<file path="config.mk">
export PLATFORM = sky130hd
export DESIGN_NAME = spartan_fifo_sync
export DESIGN_NICKNAME = d
export VERILOG_FILES = /design/src/rtl/spartan_fifo_sync.sv
export SDC_FILE = /design/constraint.sdc
export NUM_CORES = 1
export LEC_CHECK = 0
export BUFFER_PORTS_ARGS = -buffer_cell sky130_fd_sc_hd__buf_2
export CAP_MARGIN = 20
export CORE_MARGIN = 1
export CORE_UTILIZATION = 55
export CTS_BUF_LIST = sky130_fd_sc_hd__clkbuf_2
export DETAILED_ROUTE_END_ITERATION = 16
export PLACE_DENSITY = 0.72
export SLEW_MARGIN = 20
export SYNTH_ARGS = -nofsm -noshare
export SYNTH_HDL_FRONTEND = slang
export SYNTH_SLANG_ARGS = --single-unit
</file>
<file path="constraint.sdc">
create_clock -name CLK -period 2.6 [get_ports CLK]
set_input_delay 0.52 -clock CLK [delete_from_list [all_inputs] [get_ports CLK]]
set_output_delay 0.52 -clock CLK [all_outputs]
set_load 0.02 [all_outputs]
</file>
<file path="src/rtl/spartan_fifo_sync.sv">
// rtl/spartan_fifo_sync.sv - single-clock first-word-fall-through FIFO for the VAL/RDY bus
// Distributed-RAM storage with registered flags derived from a separate entry counter.
module spartan_fifo_sync #(
    parameter int DATA_WIDTH   = 1,
    parameter int ADDRW        = 4,
    parameter int AFULL_THRESH = 12
) (
    input  logic                  CLK,
    input  logic                  RST,
    input  logic                  FLUSH,
    input  logic [DATA_WIDTH-1:0] DIN,
    input  logic                  DIN_VAL,
    output logic                  DIN_RDY,
    output logic [DATA_WIDTH-1:0] DOUT,
    output logic                  DOUT_VAL,
    input  logic                  DOUT_RDY,
    output logic [ADDRW:0]        LEVEL,
    output logic                  ALMOST_FULL
);

    localparam int DEPTH = 1 << ADDRW;
    localparam logic [ADDRW:0] DEPTH_C = (ADDRW + 1)'(DEPTH);
    localparam logic [ADDRW:0] AFULL_C = (ADDRW + 1)'(AFULL_THRESH);

    logic [DATA_WIDTH-1:0] mem_q [DEPTH];

    logic [ADDRW-1:0] head_q, head_d;
    logic [ADDRW-1:0] tail_q, tail_d;
    logic [ADDRW:0]   count_q, count_d;
    logic             din_rdy_q;
    logic             dout_val_q;
    logic             afull_q;

    logic push;
    logic pop;

    // Flush swallows any handshake in the same cycle.
    assign push = DIN_VAL & din_rdy_q & ~FLUSH;
    assign pop  = DOUT_VAL & DOUT_RDY & ~FLUSH;

    always_comb begin
        head_d  = head_q;
        tail_d  = tail_q;
        count_d = count_q;
        if (FLUSH) begin
            tail_d  = head_q;
            count_d = '0;
        end else begin
            if (push) begin
                head_d = head_q + 1'b1;
            end
            if (pop) begin
                tail_d = tail_q + 1'b1;
            end
            if (push && !pop) begin
                count_d = count_q + 1'b1;
            end else if (pop && !push) begin
                count_d = count_q - 1'b1;
            end
        end
    end

    always_ff @(posedge CLK) begin
        if (RST) begin
            head_q     <= '0;
            tail_q     <= '0;
            count_q    <= '0;
            din_rdy_q  <= 1'b1;
            dout_val_q <= 1'b0;
            afull_q    <= 1'b0;
        end else begin
            head_q     <= head_d;
            tail_q     <= tail_d;
            count_q    <= count_d;
            din_rdy_q  <= (count_d != DEPTH_C);
            dout_val_q <= (count_d != '0);
            afull_q    <= (count_d >= AFULL_C);
        end
    end

    // Storage is deliberately left out of reset so it maps onto distributed RAM.
    always_ff @(posedge CLK) begin
        if (push && !RST) begin
            mem_q[head_q] <= DIN;
        end
    end

    assign DIN_RDY     = din_rdy_q;
    assign DOUT_VAL    = dout_val_q;
    assign DOUT        = mem_q[tail_q];
    assign LEVEL       = count_q;
    assign ALMOST_FULL = afull_q;

endmodule

</file>
After elaboration in Yosys (flattened, before gate mapping)
Memories as Yosys holds them, arrays and structs flattened. A register that Yosys moved wholly into a read port is not among the register bits.
Index checks and enable logic that the tools add are counted.
- bits of input ports: 6
- output and inout bits: 9
- RAM bits: 16
- memories kept: 1
- register bits: 16
- order comparisons: 1
- muxes and demuxes: 9
- equal/unequal tests: 1
- reductions and logical operators: 9
- bitwise logic cells: 5
- $add $sub $neg: 4
- memory list (memory ; depth ; bits a word ; read ports ; clocked after memory_dff ; write ports ; line ; RTL):
    mem_q ; 16 ; 1 ; 1 ; 1 ; 1 ; 25 ; logic [DATA_WIDTH-1:0] mem_q [DEPTH];
- operator list (cell ; number):
    4-bit 2-to-1 mux ; 4
    5-bit 2-to-1 mux ; 3
    4-bit by 1-bit adder with 4-bit output (second input constant) ; 2
    5-bit by 1-bit adder with 5-bit output (second input constant) ; 1
    5-bit by 4-bit greater-or-equal comparator with 1-bit output (second input constant) ; 1
    5-bit inequality test (second input constant) ; 1
    5-bit nonzero test ; 1
    5-bit by 1-bit subtractor with 5-bit output (second input constant) ; 1
    1-bit AND ; 4
    1-bit logical AND ; 3
    1-bit zero test ; 3
    1-bit 2-to-1 mux ; 2
    2-bit AND reduction ; 1
    2-bit nonzero test ; 1
    1-bit inverter ; 1

Longest topological paths before layout
- depth after elaboration: 8
- gate-level depth with buffers: 7
- gate-level depth less buffers: 7

Least setup slack after synthesis
No wires, ideal clock.
- path kind: register -> output
- start point: register (tool-made name)
- end point: output DOUT
- arrival time: 1.474 ns
- stages on the path, launching flop included: 3
- setup slack: 0.606 ns
- data required time: 2.080 ns
- path buffers: 0
- path through: dfxtp_1 > mux4_1 > mux4_2
- RTL lines (element ; line ; RTL):
    end: declaration ; 14 ; output logic [DATA_WIDTH-1:0] DOUT,

==> results.md <==
- Status: finished, violations left
- Violated checks: design-rule violations
- Primary FF master, synth: dfxtp_1
- Clock insertion delay at the later pin of the skew report: approximately 370 ps
- Crit path DAT: 1950 ps
- Worst slew pin tran: ~380 ps
- Main combinational cell family by area after synthesis: simple AND/OR/NAND/NOR gates
- Worst r2r src: LEVEL[0]
- Post-DP HPWL: ~2300 um
- Switching fraction of total power: between 20% and 30%
- Slew HR: approximately three quarters
- Vias in the first global route: 1096
- Core Rows: 19
- Area leader, netlist: edfxtp_1
- I/O Buffers: 14
- Post-Synth Simple-Gate Area: 21.9%
- Reg2Reg Setup Slack: 510 ps
- Int Pwr: ~0.7 mW
- Cell breakdown of the critical path: mux4_1 > mux4_2 > buf_2
- Worst hold start: RST
- H-tree levels: 2
- Most numerous cell in the Yosys netlist: dfxtp_1
- Diode count: 0
- Worst path required time: around 2100 ps
- Flops & latches, synth: 36
- Post-synth EDFFs: 16
- Postcts setup bufs: 0
- Area grow syn2layout: 7.81%
- Ranking of synthesized cells by area: edfxtp_1, dfxtp_1, and2_1
- CTS sink cnt: 36
- Total number of vias: around 1100
- Setup repair after global routing missed its margin: false
- CTS tree: built
- Fraction of layout cells with a size suffix above 1: between 10% and 20%
- Initial Utilization: a little under 60%
- Critical-path top delay cell: mux4_1
- Final setup violating endpoints: 0
- Detail Route Antenna Nets: 0
- Area share of the largest cell type after synthesis: between 20% and 30%
- Avg Cell Area, Syn: 11.5 um2
- CP peak stage delay: around 560 ps
- Initial antenna violation count: 0
- Pleak: approximately 0.70 nW
- Slew Viols, Final: 0
- Reg clk slew, reported paths: around 180 ps
- Share of synthesized area spent on multiplexers: a little under a tenth
- Post-synth ARST share: 0%
- Logic pwr share: a little under a tenth
- Seq pwr share: around 65%
- Setup tns final: 0 ps
- GRT Residual Overflow: 0
- Clk Tree Root Cell: clkbuf_2
- Post-layout power: about 0.94 mW
- Final WL: 3130 um
- CTS Buf Count: 5
- Vias per std cell: roughly 5.7
- Largest net degree at the start of global routing: 17
- Final hold vios: 0
- Die area: 3290 um2
- DRT Pass-1 Iters: 10
- Seq/Total Area, Yosys: between 50% and 60%
- Chip height: between 50 and 60 um
- DRT iter0 DRCs: 46
- Core ar.: between 2000 and 3000 um2
- Global Route Usage Sum: a little under a quarter
- Nets: around 180
- Fmax: just over 0.4 GHz
- CTS Hold Bufs: 0
- PD cells: between 500 and 600 nW/um2
- Clock Path Buffers: 2
- Compound-Gate Fraction of Synth Area: 4.98%
- DR DRC count: 2
- CP max FO: 4
- Final Skew: about 21 ps
- Avg WL per Cell: roughly 16 um
- Die Wd: around 57 um
- Syn Nets: between 150 and 200
- Yosys Warn Count: 0
- XOR/XNOR Fraction of Synth Area: between 4 and 5%
- Synth unique cells: 35
- Top Ports: 15
- Crit path kind: register to primary output
- Tmin final: about 2500 ps
- Max cap viols: 0
- Worst min path class: input pin to register
- Post-route clock period utilization: between 90% and 100%
- Maximum VDD drop: 0.308 mV
- Routability congestion estimate: roughly 0.88
- First-pass GRT wire length: roughly 5400 um
- Crit. End Element: primary output
- Mapped Cells: 146
- Synth top cells by count: dfxtp_1, and2_1, edfxtp_1, nor2_1, nand2_1
- Clock share of power: around a quarter
- Cell Area, Synth: around 1700 um2
- CP startpoint kind: register
- Synth Area in Adders: approximately 5.2%
- Sw Pwr: 0.235 mW
==> area by class of cell <==
cell class	count	area (um2)
Sequential cell	36	882
Timing Repair Buffer	14	70.1
Clock inverter	2	7.51
Inverter	5	18.8
Clock buffer	6	30.0
Fill cell	236	1010
Multi-Input combinational cell	102	767
Tap cell	31	38.8
==> power groups by stage <==
stage          combinational [mW]  clock, mW  sequential (mW)
2_1_floorplan              0.0591          0            0.626
3_3_place_gp               0.0839          0            0.625
3_5_place_dp               0.0865          0            0.625
4_1_cts                    0.0871      0.243            0.613
5_1_grt                    0.0978      0.271            0.615
6_report                   0.0876      0.236            0.613
==> through the flow <==
stage                     setup slack, ps  hold WS (ps)  util, %  instance area (um2)  cells
final                                 125           421     64.1                 1810    196
after global routing                 28.9           372     64.1                 1810    196
after CTS                            25.5           401     64.1                 1810    196
after detailed placement              452           562     62.8                 1780    188
after global placement                505           547     62.8                 1780    188
after floorplan                       606           553        -                 1680    146
==> layer usage <==
layer / share of wire, % / routed length, um / global-route usage, % / vias up
met5: 0 / 0 / 0 / -
met4: 1.2 / 38 / 7.32 / 0
met3: 3.4 / 107 / 6.12 / 5
met2: 44 / 1360 / 32.4 / 16
met1: 52 / 1620 / 33.3 / 534
li1: - / - / - / 563
==> cell usage in the layout, fill, tap and decap left out, types with 2 or more instances in the layout <==
| cell type | instances |
|---|---|
| dfxtp_1 | 19 |
| xor2_1 | 2 |
| and2_1 | 17 |
| xnor2_1 | 6 |
| nand4_1 | 5 |
| ha_1 | 7 |
| inv_1 | 5 |
| and3_1 | 3 |
| edfxtp_1 | 16 |
| a211oi_1 | 4 |
| nand3_1 | 3 |
| nor3_1 | 3 |
| a31oi_1 | 2 |
| a21oi_1 | 4 |
| nor2_1 | 14 |
| mux4_1 | 4 |
| clkbuf_2 | 6 |
| buf_2 | 14 |
| clkinv_1 | 2 |
| nand2_1 | 11 |
| mux2i_1 | 3 |
==> cell families (layout without fill, tap and decap cells) <==
| family | Yosys count | in the layout |
|---|---|---|
| adders and majority gates | 7 | 7 |
| DFF | 36 | 36 |
| AOI/OAI and AO/OA | 13 | 13 |
| buffers and inverters | 8 | 27 |
| and+or+nand+nor | 66 | 66 |
| xor gates and xnor gates | 8 | 8 |
| muxes | 8 | 8 |
==> critical path: cells and delay by family, from the launching register on <==
| family | cells | cell delay, ps |
|---|---|---|
| flops | 1 | 400 |
| mux | 2 | 1030 |
| buf+inv | 1 | 170 |
==> timing repair <==
item,in CTS,in global routing
setup endpoints to repair,0,1
endpoints found under the hold margin,0,0
resized for setup,0,1
==> path summary, 6_finish.rpt <==
kind,to,depth (start not counted)
worst min register to register,LEVEL[0],2
worst max-delay path,DOUT,3
worst max register to register,DIN_RDY,5
worst min-delay path,head_q[1],2
No activity file was read; power rests on OpenSTA's default activity.
